File: src/rtl/mem_access_stage.sv
`default_nettype none
// ============================================================================
//  Module      : mem_access_stage
//  Description : MIPS pipeline MEM stage. Issues loads/stores to a
//                variable-latency data memory over a req/ack handshake and
//                produces the registered writeback bundle (m_data, m_rd,
//                m_regwrite). While an access is outstanding, stall freezes
//                the upstream IF/ID/EX stages.
//
//  Ports       : clk, rst_n (async, active-low)
//                ex_result / ex_write_data / ex_rd / ex_memread /
//                ex_memwrite / ex_memtoreg / ex_regwrite  - from EX
//                mem_req / mem_we / mem_addr / mem_wdata  - to memory
//                mem_rdata / mem_ack                      - from memory
//                stall                                    - to IF/ID/EX
//                m_data / m_rd / m_regwrite               - to WB / forwarding
//                mem_err                                  - sticky abort flag
//
//  Options     : MEM_TIMEOUT_EN - when defined, a WAIT that sees no ack for
//                TIMEOUT cycles is abandoned and mem_err is set. When not
//                defined, WAIT lasts until ack and mem_err is tied to 0.
//
//  Revision    : 1.0 - initial release
// ============================================================================
module mem_access_stage #(
    parameter int DATA_W  = 32,
    parameter int ADDR_W  = 32,
    parameter int TIMEOUT = 16
) (
    input  logic              clk,
    input  logic              rst_n,
    input  logic [DATA_W-1:0] ex_result,
    input  logic [DATA_W-1:0] ex_write_data,
    input  logic [4:0]        ex_rd,
    input  logic              ex_memread,
    input  logic              ex_memwrite,
    input  logic              ex_memtoreg,
    input  logic              ex_regwrite,
    output logic              mem_req,
    output logic              mem_we,
    output logic [ADDR_W-1:0] mem_addr,
    output logic [DATA_W-1:0] mem_wdata,
    input  logic [DATA_W-1:0] mem_rdata,
    input  logic              mem_ack,
    output logic              stall,
    output logic [DATA_W-1:0] m_data,
    output logic [4:0]        m_rd,
    output logic              m_regwrite,
    output logic              mem_err
);

    typedef enum logic [0:0] {
        ST_IDLE = 1'b0,
        ST_WAIT = 1'b1
    } state_t;

    state_t            r_state;
    state_t            w_state_nxt;

    // Operation captured on the IDLE->WAIT edge; held for the whole WAIT.
    logic [DATA_W-1:0] r_result;
    logic [DATA_W-1:0] r_wdata;
    logic              r_we;
    logic [4:0]        r_rd;
    logic              r_memtoreg;
    logic              r_regwrite;

    // Writeback bundle.
    logic [DATA_W-1:0] r_m_data;
    logic [4:0]        r_m_rd;
    logic              r_m_regwrite;

    logic              w_access;
    logic              w_abort;

    assign w_access = ex_memread | ex_memwrite;

`ifdef MEM_TIMEOUT_EN
    localparam int                 c_CNT_W   = $clog2(TIMEOUT + 1);
    localparam logic [c_CNT_W-1:0] c_CNT_MAX = c_CNT_W'(TIMEOUT - 1);

    logic [c_CNT_W-1:0] r_wait_cnt;
    logic               r_mem_err;

    // An ack in the final cycle still wins over the abort.
    assign w_abort = (r_state == ST_WAIT) & ~mem_ack & (r_wait_cnt == c_CNT_MAX);

    always_ff @(posedge clk or negedge rst_n) begin
        if (!rst_n) begin
            r_wait_cnt <= '0;
            r_mem_err  <= 1'b0;
        end else begin
            if (r_state == ST_IDLE) begin
                r_wait_cnt <= '0;
            end else if (!mem_ack) begin
                r_wait_cnt <= r_wait_cnt + 1'b1;
            end
            if (w_abort) begin
                r_mem_err <= 1'b1;
            end
        end
    end

    assign mem_err = r_mem_err;
`else
    assign w_abort = 1'b0;
    // TIMEOUT only matters when the abort counter exists.
    assign mem_err = 1'b0 & (TIMEOUT > 0);
`endif

    // ------------------------------------------------------------------------
    // Next-state and stall decode
    // ------------------------------------------------------------------------
    always_comb begin
        w_state_nxt = r_state;
        stall       = 1'b0;
        case (r_state)
            ST_IDLE: begin
                stall = w_access;
                if (w_access) begin
                    w_state_nxt = ST_WAIT;
                end
            end
            ST_WAIT: begin
                // Stall drops in the completion cycle so EX advances on the
                // same edge that retires the memory op.
                stall = ~mem_ack & ~w_abort;
                if (mem_ack || w_abort) begin
                    w_state_nxt = ST_IDLE;
                end
            end
            default: begin
                w_state_nxt = ST_IDLE;
            end
        endcase
    end

    // ------------------------------------------------------------------------
    // State, capture and writeback registers
    // ------------------------------------------------------------------------
    always_ff @(posedge clk or negedge rst_n) begin
        if (!rst_n) begin
            r_state      <= ST_IDLE;
            r_result     <= '0;
            r_wdata      <= '0;
            r_we         <= 1'b0;
            r_rd         <= 5'd0;
            r_memtoreg   <= 1'b0;
            r_regwrite   <= 1'b0;
            r_m_data     <= '0;
            r_m_rd       <= 5'd0;
            r_m_regwrite <= 1'b0;
        end else begin
            r_state <= w_state_nxt;
            case (r_state)
                ST_IDLE: begin
                    if (w_access) begin
                        r_result     <= ex_result;
                        r_wdata      <= ex_write_data;
                        // read+write together is treated as a write
                        r_we         <= ex_memwrite;
                        r_rd         <= ex_rd;
                        r_memtoreg   <= ex_memtoreg;
                        r_regwrite   <= ex_regwrite;
                        r_m_regwrite <= 1'b0;
                    end else begin
                        r_m_data     <= ex_result;
                        r_m_rd       <= ex_rd;
                        r_m_regwrite <= ex_regwrite & (ex_rd != 5'd0);
                    end
                end
                ST_WAIT: begin
                    if (mem_ack) begin
                        r_m_data     <= (r_memtoreg & ~r_we) ? mem_rdata : r_result;
                        r_m_rd       <= r_rd;
                        r_m_regwrite <= r_regwrite & ~r_we & (r_rd != 5'd0);
                    end else begin
                        r_m_regwrite <= 1'b0;
                    end
                end
                default: begin
                    r_m_regwrite <= 1'b0;
                end
            endcase
        end
    end

    // Request is a pure state decode so it cannot glitch.
    assign mem_req    = (r_state == ST_WAIT);
    assign mem_we     = r_we;
    assign mem_addr   = r_result[ADDR_W-1:0];
    assign mem_wdata  = r_wdata;
    assign m_data     = r_m_data;
    assign m_rd       = r_m_rd;
    assign m_regwrite = r_m_regwrite;

endmodule
`default_nettype wire

File: config.mk
export PLATFORM = sky130hd
export DESIGN_NAME = mem_access_stage
export DESIGN_NICKNAME = d
export VERILOG_FILES = /design/src/rtl/mem_access_stage.sv
export SDC_FILE = /design/constraint.sdc
export NUM_CORES = 1
export LEC_CHECK = 0
export ABC_AREA = 1
export BUFFER_PORTS_ARGS = -buffer_cell sky130_fd_sc_hd__buf_2
export CORE_MARGIN = 5
export CORE_UTILIZATION = 35
export DETAILED_ROUTE_END_ITERATION = 8
export GPL_TIMING_DRIVEN = 0
export MAX_ROUTING_LAYER = met4
export PLACE_DENSITY = 0.59
export SLEW_MARGIN = 20
export SYNTH_ARGS = -nofsm -noshare
export SYNTH_HDL_FRONTEND = slang
export SYNTH_SLANG_ARGS = --single-unit
File: constraint.sdc
create_clock -name clk -period 1.3 [get_ports clk]
set_input_delay 0.13 -clock clk [delete_from_list [all_inputs] [get_ports clk]]
set_output_delay 0.13 -clock clk [all_outputs]
set_load 0.03 [all_outputs]
Word level (Yosys, flattened, before mapping). Cells that the tools add are included.

Register bits after elaboration: 111. Bits in latches: 0. Memory bits (writable): 0. Memory bits (read-only): 0. Bits of input ports: 108. Output and inout port bits: 106. Word-level logic and storage cells: 38. Memories kept: 0.

$add $sub $neg: 0. Multiply operators: 0. Div/mod/pow operators: 0. $lt $le $gt $ge: 0. Equal/unequal tests: 2. Shift-type cells: 0. Muxes and demuxes: 14. Bitwise logic cells: 8. Reduce and logical (&&, ||, !) cells: 4.

Operators by type and width (count): $mux W32 (3); $pmux W32 S2 (1); $mux W5 (2); $pmux W5 S2 (1); $reduce_bool A5 Y1 (2); $pmux W1 S2 (3); $and A1 B1 Y1 (4); $mux W1 (4); $ne A2 B2 Y1 const B (2); $reduce_and A2 Y1 (2); $not A1 Y1 (3); $or A1 B1 Y1 (1).

Logic depth before layout (Yosys ltp). Gate-level depths: netlist of run 1.

Word-level depth: 5. Depth in mapped cells: 8.

Worst setup path after synthesis of run 1. Ideal clock, no wire load.

Kind: flip-flop to flip-flop. Start: register r_state, in the netlist mem_req. End: register r_m_data[11], in the netlist m_data[11]. Setup time: 123 ps. Arrival time: 1314 ps. Required time: 1177 ps. Path slack: -137 ps. Cell stages (with the launch flop): 7. Clock period less this slack: 1437 ps. Cells stage by stage: dfrtp_1 buf_4 nand2_1 inv_1 clkbuf_1 o21bai_1 a21oi_2.

Word-level cells in the longest chain between the ends: 3. Elaborated cells on any way between the ends: 5. Those cells by class: eq/ne: 2; mux: 1; bitwise: 1; reduce/logical: 1.

Ends and longest elaborated chain: start, declared (line 57) `state_t r_state;`; start signal, assigned (line 154) `r_state <= w_state_nxt;`; $not A1 Y1 (no line); $ne A2 B2 Y1 (no line); $reduce_and A2 Y1 (no line); end signal, assigned (line 167) `r_m_data <= ex_result;`; end signal, assigned (line 174) `r_m_data <= (r_memtoreg & ~r_we) ? mem_rdata : r_result;`; end, declared (line 69) `logic [DATA_W-1:0] r_m_data;`.

Several ways; a longest one is shown, not always the timed one. A chain may end at the register's enable or synchronous reset.

Worst setup path in the final report of run 1.
Start: register r_state, in the netlist mem_req. End: output stall.

Word-level cells in the longest chain between the ends: 2.

Ends and longest elaborated chain: $not A1 Y1 (no line); $pmux W1 S2 * (line 117) `case (r_state)`; end, declared (line 45) `output logic stall,`.

Every way passes the cells marked *; elsewhere a longest branch is shown, timed or not.

==> run metrics, run 1 <==
status=finished with violations; violated checks=negative setup slack; clock latency on the worst-skew pair=0.35 ns; PnR worst setup slack=-0.179 ns; CTS root buffer=clkbuf_16; n_diodes=0; routability cong.=0.779; switching power=5500 uW; DRC=0; fmax=676 MHz; # setup viols final=95; RSZ-0062 raised after global routing=true; crit path max fanout=4; Yosys cell types=27; syn nets=738; die height=132 um; CTS clk-pin slew, worst paths=0.07 ns; clock skew=0.00596 ns; routed via count=5278; CTS H-tree lvls=3; CTS tree=built; EDFF count, synth=0; CP delay by family, top=buffers and inverters; maximum vdd ir drop=0.703 mV; number of global-route vias before repair=5221; Int Power=7730 uW; Avg Synthesized Cell Area=8.25 um^2; Synth Flop Type=dfrtp_1; routed wire length=18500 um; Max Slew Vio Count=0; Final Cycle Share=114%; Slew HR=63.3%; Slew @ Worst Pin=0.550 ns; Worst setup EP type=output pin; I/O pin count=214; pin count of the biggest net entering global routing=57; crit path max-delay cell type=dfrtp_2; sequential element share of the synthesized area=53.4%; Clock Path Buffers=2; 1st-pass router iterations=5; worst endpoint required time=1.17 ns; commonest cells in the netlist=nand2_1 (190), dfrtp_1 (111), inv_1 (70); Initial Utilization=35.8%; max_cap viols=0; Inserted Clock Buffers=9; average wire per standard cell=16.5 um; CP arrival=1.35 ns; area grow syn2layout=63.5%; NumNets Final=1040; Sequential Area=2780 um^2; post-layout min period=1.48 ns; Worst Path Class, Setup=flip-flop to output pin; Port Buffers=212; Final Hold Slack=0.00763 ns; PwrDens=1560 nW/um^2; largest cells by area after synthesis=dfrtp_1 (53%), nand2_1 (14%), nand3_1 (6.3%), inv_1 (5.1%), o21bai_1 (4.6%); initial antenna violation count=0; Combinational Power Share=43.1%; worst slack at placement=-0.295 ns; hold crit path type=input port to flip-flop; Leak=0.00444 uW; clock network power share=20.9%; Power Total=13200 uW; Final Util=58.5%; sequential power share=36.1%; Synth Cell Area=5200 um^2; Final Hold Fails=0; row count=44; startpoint types=flip-flop; Filler cells=1363; Synth area leader=dfrtp_1; HPWL reported at the end of detailed placement=12000 um; Synth top area share=53.4%; register bit total from synthesis=111; switch share=41.6%; initial DRC count=249; core area=14500 um^2; total clock sinks=111; Syn Inst Count=630; ANT nets after route=0; layout cells sized above 1=48.9%; DR vias/cell=4.71; Max stage delay on crit path=0.42 ns; warnings from Yosys=0; crit-path most repeated cell=nand2_4; total grt overflow=0; Multi-input gate area=2410 um^2; CP Buf/Inv Count=5; Cell Chain, Critical Path=buf_8 > inv_6 > nand2_4 > nand2_4 > buf_12 > inv_8 > buf_6; die area=17400 um^2; FFs w/ async S/R, synth=100%; Total GRT Usage=20.9%; count leader, synth=nand2_1; Die X=132 um; global-route wire length before repair=28300 um
-- final cells by class --
type | count | share of cell area (%)
Sequential cell | 111 | 32.7
Multi-Input combinational cell | 405 | 28.3
Clock buffer | 11 | 2.97
Clock inverter | 5 | 0.486
Timing Repair Buffer | 295 | 24.8
Buffer | 35 | 4.28
Inverter | 74 | 3.59
Tap cell | 184 | 2.71
Timing Repair inverter | 1 | 0.103
-- cell families (layout without fill, tap and decap cells) --
logic type | count (synthesis) | in the layout | synth area share [%]
buf+inv | 114 | 421 | 9.48
other cells | 1 | 1 | 0.0721
compound gates | 108 | 108 | 13.7
flops | 111 | 111 | 53.4
simple gates | 296 | 296 | 23.4
-- layer usage --
layer | global-route usage [%] | vias to the layer above | wire length, um
met5 | - | - | 0
met4 | 6.57 | 0 | 506
met3 | 3.51 | 28 | 1010
met2 | 32.4 | 180 | 8730
met1 | 28.1 | 2478 | 8210
li1 | - | 2592 | -
-- state kept, by name, summed over array words and instances (netlist names) --
| signal | count |
|---|---|
| m_data | 32 |
| m_rd | 5 |
| m_regwrite | 1 |
| mem_addr | 32 |
| mem_req | 1 |
| mem_wdata | 32 |
| mem_we | 1 |
| r_memtoreg | 1 |
| r_rd | 5 |
| r_regwrite | 1 |
-- worst register-to-register path: cells and delay by family, from the launching register on --
kind	cells	cell delay, ns
buf+inv	6	0.70
flops	1	0.42
simple gates	3	0.26
-- cells in the final DEF, fill, tap and decap left out, types with 15 or more instances in the layout --
master         Yosys  layout
buf_4              4      16
clkbuf_16          0      15
nand2_2            2      66
o21ai_2            0      20
o21bai_1          32      32
o21ai_1           10      16
dfrtp_1          111     109
nand2_1          190     107
nand3_1           65      65
buf_6              2      18
nand2_4            0      19
a21oi_2           20      21
buf_2             19     215
inv_1             70      69
dlygate4sd3_1      0      45
-- stage by stage --
step	setup TNS, ns	area (um^2)	std cells
floorplan	-0.0568	5220	630
global placement	-168.74	6510	1026
detailed placement	-18.35	6540	1027
CTS	-11.31	7970	1111
global route	-16.55	8500	1121
finish	-11.05	8500	1121
-- worst paths after layout --
path                                      startpoint                         to  slack, ns  cells after the start
max in group asynchronous                      rst_n         mem_we$_DFFE_PN0P_       0.28                      3
hold / removal                         ex_result[24]   mem_addr[24]$_DFFE_PN0P_      0.008                      3
hold reg to reg            mem_wdata[29]$_DFFE_PN0P_  mem_wdata[29]$_DFFE_PN0P_       0.48                      2
setup / recovery                   mem_req$_DFF_PN0_                      stall      -0.18                      7
min in group asynchronous                      rst_n    mem_addr[7]$_DFFE_PN0P_       0.32                      2
setup reg to reg                   mem_req$_DFF_PN0_  mem_wdata[31]$_DFFE_PN0P_      -0.17                      9
-- what timing repair did --
item,CTS,global route
pin swaps,7,15
endpoints found under the setup margin,110,108
setup buffers,20,9
hold buffers,44,1
cloned,9,6
endpoints found under the hold margin,98,1
gates resized for setup,128,163
-- power groups by stage --
stage	combinational [uW]	clock, uW	sequential (uW)
4_1_cts	5320	2820	4700
5_1_grt	6120	2990	4860
2_1_floorplan	1580	0	6180
3_5_place_dp	4680	0	4700
3_3_place_gp	4640	0	4700
6_report	5700	2760	4770
Power figures use the tool's default switching activity.
==> run 2: changes to the inputs <==
SKIP_LAST_GASP = 1   (was not set)
==> run metrics, run 2 (synthesized netlist as in run 1, its figures left out) <==
Final Hold Slack=0.00742 ns (was 0.00763 ns); number of global-route vias before repair=5191 (was 5221); status=finished with violations (unchanged); GRT met1 Usage=28.0% (was 28.1%); Worst setup EP type=output pin (unchanged); Max Slew Vio Count=0 (unchanged); ANT nets after route=0 (unchanged); maximum vdd ir drop=0.726 mV (was 0.703 mV); dpl cells=1027 (unchanged); PwrDens=1570 nW/um^2 (was 1560 nW/um^2); commonest non-fill, non-tap cell in the layout=buf_2 (unchanged); crit path max fanout=4 (unchanged); Final Hold Fails=0 (unchanged); post-layout min period=1.48 ns (about the same); Die X=132 um (unchanged); PnR worst setup slack=-0.178 ns (was -0.179 ns); Multi-input gate area=2220 um^2 (was 2410 um^2); total clock sinks=111 (unchanged); final std cells w/o fill=1120 (was 1121); DRC=0 (unchanged); Final Cycle Share=114% (about the same); global-route wire length before repair=28100 um (was 28300 um); layout cells sized above 1=43.9% (was 48.9%); startpoint types=flip-flop (unchanged); violated checks=negative setup slack (unchanged); total grt overflow=0 (unchanged); max_cap viols=0 (unchanged); Slew @ Worst Pin=0.550 ns (about the same); clock skew=0.00753 ns (was 0.00596 ns); NumNets Final=1039 (was 1040); # setup viols final=100 (was 95); n_diodes=0 (unchanged); CP arrival=1.35 ns (about the same); RSZ-0062 raised after global routing=true (unchanged); M3 GR Usage=3.51% (unchanged); global route hottest layer=met2 (unchanged); hold crit path type=input port to flip-flop (unchanged); CTS H-tree lvls=3 (unchanged); Final Util=57.3% (was 58.5%); DR vias/cell=4.71 (about the same); sum of negative setup slack=-11.55 ns (was -11.05 ns); I/O pin count=214 (unchanged); fmax=676 MHz (about the same); most frequent cells in the layout=buf_2 (214), nand2_1 (134), dfrtp_1 (109) (was buf_2 (215), dfrtp_1 (109), nand2_1 (107)); 1st-pass router iterations=4 (was 5); row count=44 (unchanged); Leak=0.00439 uW (was 0.00444 uW); met2 GRT Util=32.2% (was 32.4%); average wire per standard cell=16.5 um (about the same); Slew HR=63.3% (about the same); area grow syn2layout=60.1% (was 63.5%); CTS tree=built (unchanged); HPWL reported at the end of detailed placement=12000 um (unchanged); initial antenna violation count=0 (unchanged); routability cong.=0.779 (unchanged); Initial Utilization=35.8% (unchanged); Inserted Clock Buffers=9 (unchanged); routed via count=5279 (was 5278); initial DRC count=277 (was 249); Power Total=13100 uW (was 13200 uW); pin count of the biggest net entering global routing=57 (unchanged); Clock Path Buffers=2 (unchanged); CTS root buffer=clkbuf_16 (unchanged); clock latency on the worst-skew pair=0.35 ns (about the same); Total GRT Usage=20.8% (was 20.9%); routed wire length=18400 um (was 18500 um); Filler cells=1388 (was 1363); die height=132 um (unchanged); CTS clk-pin slew, worst paths=0.08 ns (was 0.07 ns); core area=14500 um^2 (unchanged); worst endpoint required time=1.17 ns (about the same); die area=17400 um^2 (unchanged); Port Buffers=212 (unchanged); Worst Path Class, Setup=flip-flop to output pin (unchanged); Sequential Area=2780 um^2 (unchanged)
## run 2: worst max-delay path: stages (launching register included)
cell     delay (ns)
dfrtp_2        0.42
buf_8          0.14
inv_6          0.05
nand2_4        0.06
nand2_4        0.08
buf_12         0.11
inv_8          0.03
buf_6          0.12
## run 2: worst paths after layout
check | start | slack (ns) | to | cells after the start
max in group asynchronous | rst_n | 0.29 | mem_we$_DFFE_PN0P_ | 3
max | mem_req$_DFF_PN0_ | -0.18 | stall | 7
min | ex_result[24] | 0.007 | mem_addr[24]$_DFFE_PN0P_ | 3
min in group asynchronous | rst_n | 0.32 | mem_wdata[10]$_DFFE_PN0P_ | 2
min reg2reg | mem_wdata[28]$_DFFE_PN0P_ | 0.47 | mem_wdata[28]$_DFFE_PN0P_ | 2
max reg2reg | mem_req$_DFF_PN0_ | -0.17 | mem_wdata[6]$_DFFE_PN0P_ | 8
## run 2: layout make-up
class / instances / area share [%]
clock buffer: 11 / 3.04
multi-input combinational: 405 / 26.7
inverter: 74 / 3.67
buffer: 35 / 4.34
sequential: 111 / 33.4
tap: 184 / 2.77
timing repair buffer: 294 / 25.5
clock inverter: 5 / 0.496
timing repair inverter: 1 / 0.0751
## run 2: report_power, final
part / internal, uW / leakage [uW] / total, uW / switching (uW)
Combinational: 2000 / 0.00291 / 5560 / 3560
Sequential: 4230 / 0.00134 / 4720 / 492
Clock: 1420 / 0.000138 / 2780 / 1360
## run 2: metal layers
metal | vias up | share of wire, %
met3 | 22 | 5.1
li1 | 2589 | -
met5 | - | 0
met4 | 0 | 2.0
met1 | 2505 | 45
met2 | 163 | 48
## run 2: stage by stage
step,instance area (um^2),setup WS (ns)
after detailed placement,6540,-0.295
after CTS,7920,-0.193
final,8330,-0.178
after floorplan,5220,-0.00568
after global placement,6510,-1.57
after global routing,8330,-0.229
## run 2: what timing repair did
action	4_1_cts	5_1_grt
pin swaps	7	14
resized for setup	109	117
cloned	9	7
buffers inserted	20	7
endpoints found under the setup margin	110	108
hold buffers	44	0
hold endpoints to repair	98	0
==> run 3: changes to the inputs <==
BUFFER_PORTS_ARGS = not set   (was -buffer_cell sky130_fd_sc_hd__buf_2)
DONT_BUFFER_PORTS = 1   (was not set)
PLACE_DENSITY = 0.47   (was 0.59)
==> run metrics, run 3 (synthesized netlist as in run 1, its figures left out) <==
violated checks=negative hold slack, negative setup slack (was negative setup slack); status=finished with violations (unchanged); average wire per standard cell=20.0 um (was 16.5 um); n_diodes=0 (unchanged); GRT met1 Usage=25.7% (was 28.0%); DR vias/cell=5.11 (was 4.71); PnR worst setup slack=-0.228 ns (was -0.178 ns); Final Hold Slack=-0.530 ns (was 0.00742 ns); Final Hold Fails=111 (was 0); total grt overflow=0 (unchanged); CTS root buffer=clkbuf_16 (unchanged); CTS hold repair buffers=72 (was 44); maximum vdd ir drop=0.892 mV (was 0.726 mV); met2 GRT Util=33.5% (was 32.2%); worst endpoint required time=1.53 ns (was 1.17 ns); dpl cells=814 (was 1027); RSZ-0062 raised after global routing=true (unchanged); Final Cycle Share=118% (was 114%); commonest non-fill, non-tap cell in the layout=dfrtp_1 (was buf_2); global-route wire length before repair=28800 um (was 28100 um); Total GRT Usage=21.3% (was 20.8%); Filler cells=1286 (was 1388); routability cong.=0.806 (was 0.779); pin count of the biggest net entering global routing=112 (was 57); # setup viols final=109 (was 100); row count=44 (unchanged); Initial Utilization=35.8% (unchanged); Die X=132 um (unchanged); routed via count=4776 (was 5279); I/O pin count=214 (unchanged); Slew HR=61.0% (was 63.3%); crit path max fanout=5 (was 4); NumNets Final=854 (was 1039); M3 GR Usage=5.46% (was 3.51%); die area=17400 um^2 (unchanged); initial DRC count=178 (was 277); CTS tree=built (unchanged); Inserted Clock Buffers=9 (unchanged); fmax=655 MHz (was 676 MHz); routed wire length=18700 um (was 18400 um); Worst setup EP type=flip-flop (was output pin); worst slack at placement=-0.409 ns (was -0.295 ns); Clock Path Buffers=2 (unchanged); max_cap viols=0 (unchanged); clock skew=0.00636 ns (was 0.00753 ns); Max Slew Vio Count=0 (unchanged); CTS H-tree lvls=3 (unchanged); clock latency on the worst-skew pair=0.35 ns (about the same); Worst Path Class, Setup=flip-flop to flip-flop (was flip-flop to output pin); global route hottest layer=met2 (unchanged); core area=14500 um^2 (unchanged); total clock sinks=111 (unchanged); 1st-pass router iterations=4 (unchanged); CTS clk-pin slew, worst paths=0.08 ns (about the same); Power Total=12700 uW (was 13100 uW); hold crit path type=input port to async pin (was input port to flip-flop); PwrDens=1610 nW/um^2 (was 1570 nW/um^2); Leak=0.00377 uW (was 0.00439 uW); ANT nets after route=0 (unchanged); die height=132 um (unchanged); Port Buffers=0 (was 212); Design Area, Final=7900 um^2 (was 8330 um^2); CP arrival=1.76 ns (was 1.35 ns); startpoint types=flip-flop (unchanged); final std cells w/o fill=935 (was 1120); DRC=0 (unchanged); post-layout min period=1.53 ns (was 1.48 ns); layout cells sized above 1=35.2% (was 43.9%); initial antenna violation count=0 (unchanged); area grow syn2layout=51.9% (was 60.1%); HPWL reported at the end of detailed placement=11700 um (was 12000 um); most frequent cells in the layout=dfrtp_1 (109), nand2_1 (99), nand2_2 (72), dlygate4sd3_1 (72), inv_1 (69) (was buf_2 (214), nand2_1 (134), dfrtp_1 (109)); Slew @ Worst Pin=0.585 ns (was 0.550 ns); number of global-route vias before repair=5154 (was 5191); Area after DPL=5450 um^2 (was 6540 um^2)
-- run 3: changes by cell type in the layout (fill, tap and decap cells not counted), moves of 7 or more --
cell	previous run	this run
buf_12	5	14
buf_2	214	3
dlygate4sd3_1	44	72
nand2_1	134	99
nand2_2	49	72
nand2_4	9	21
nor2_1	26	14
nor2_4	7	14
o21ai_1	23	2
o21ai_2	12	35
-- run 3: routing by layer --
metal | wire (um) | vias up | share of wire (%)
met3 | 1170 | 41 | 6.3
met1 | 7840 | 2346 | 42
li1 | - | 2221 | -
met4 | 563 | 0 | 3.0
met2 | 9100 | 168 | 49
met5 | 0 | - | 0
-- run 3: timing repair --
action,CTS,global route
cloned,13,3
hold endpoints to repair,216,111
setup buffers,18,4
endpoints found under the setup margin,112,111
gates resized for setup,212,117
pin swaps,31,28
-- run 3: power by group --
group | switching, uW | total, uW | internal (uW)
Sequential | 2290 | 6490 | 4200
Clock | 1320 | 2810 | 1490
Combinational | 1760 | 3370 | 1610
Total | 5370 | 12700 | 7310
-- run 3: worst max-delay path, stage by stage (launching register included) --
cell and delay, ns:
dfrtp_2 0.49, buf_6 0.17, inv_4 0.04, nand2_4 0.08, nand2_4 0.06, buf_12 0.13, buf_4 0.15, clkbuf_16 0.16
nor2_2 0.09, a21oi_2 0.03
-- run 3: layout make-up --
cell class              count  area (um^2)  area share [%]
repair inverters            1         16.3           0.206
clock buffers              10          229            2.90
clock inverters             6         61.3           0.776
flip-flops and latches    111         2780            35.2
multi-input cells         405         2520            31.9
repair buffers            106         1300            16.5
well taps                 184          230            2.92
plain buffers              38          449            5.69
inverters                  74          310            3.93
-- run 3: stage by stage --
stage                     setup TNS, ns  util [%]
after floorplan                 -0.0568         -
after global placement           -32.90      37.5
after detailed placement         -33.41      37.5
after CTS                        -13.12      51.7
after global routing             -19.62      54.3
final                            -13.55      54.3
-- run 3: path summary, 6_finish.rpt --
path | cells after the start | slack, ns | startpoint | endpoint
worst max-delay path | 9 | -0.23 | mem_req$_DFF_PN0_ | m_data[23]$_DFFE_PN0P_
worst min-delay path | 0 | -0.53 | rst_n | m_data[17]$_DFFE_PN0P_
worst max register to register | 9 | -0.23 | mem_req$_DFF_PN0_ | m_data[23]$_DFFE_PN0P_
worst min register to register | 2 | 0.49 | r_regwrite$_DFFE_PN0P_ | r_regwrite$_DFFE_PN0P_
max in group asynchronous | 0 | 1.64 | rst_n | mem_addr[13]$_DFFE_PN0P_
min in group clk | 4 | 0.03 | ex_rd[2] | m_regwrite$_DFF_PN0_
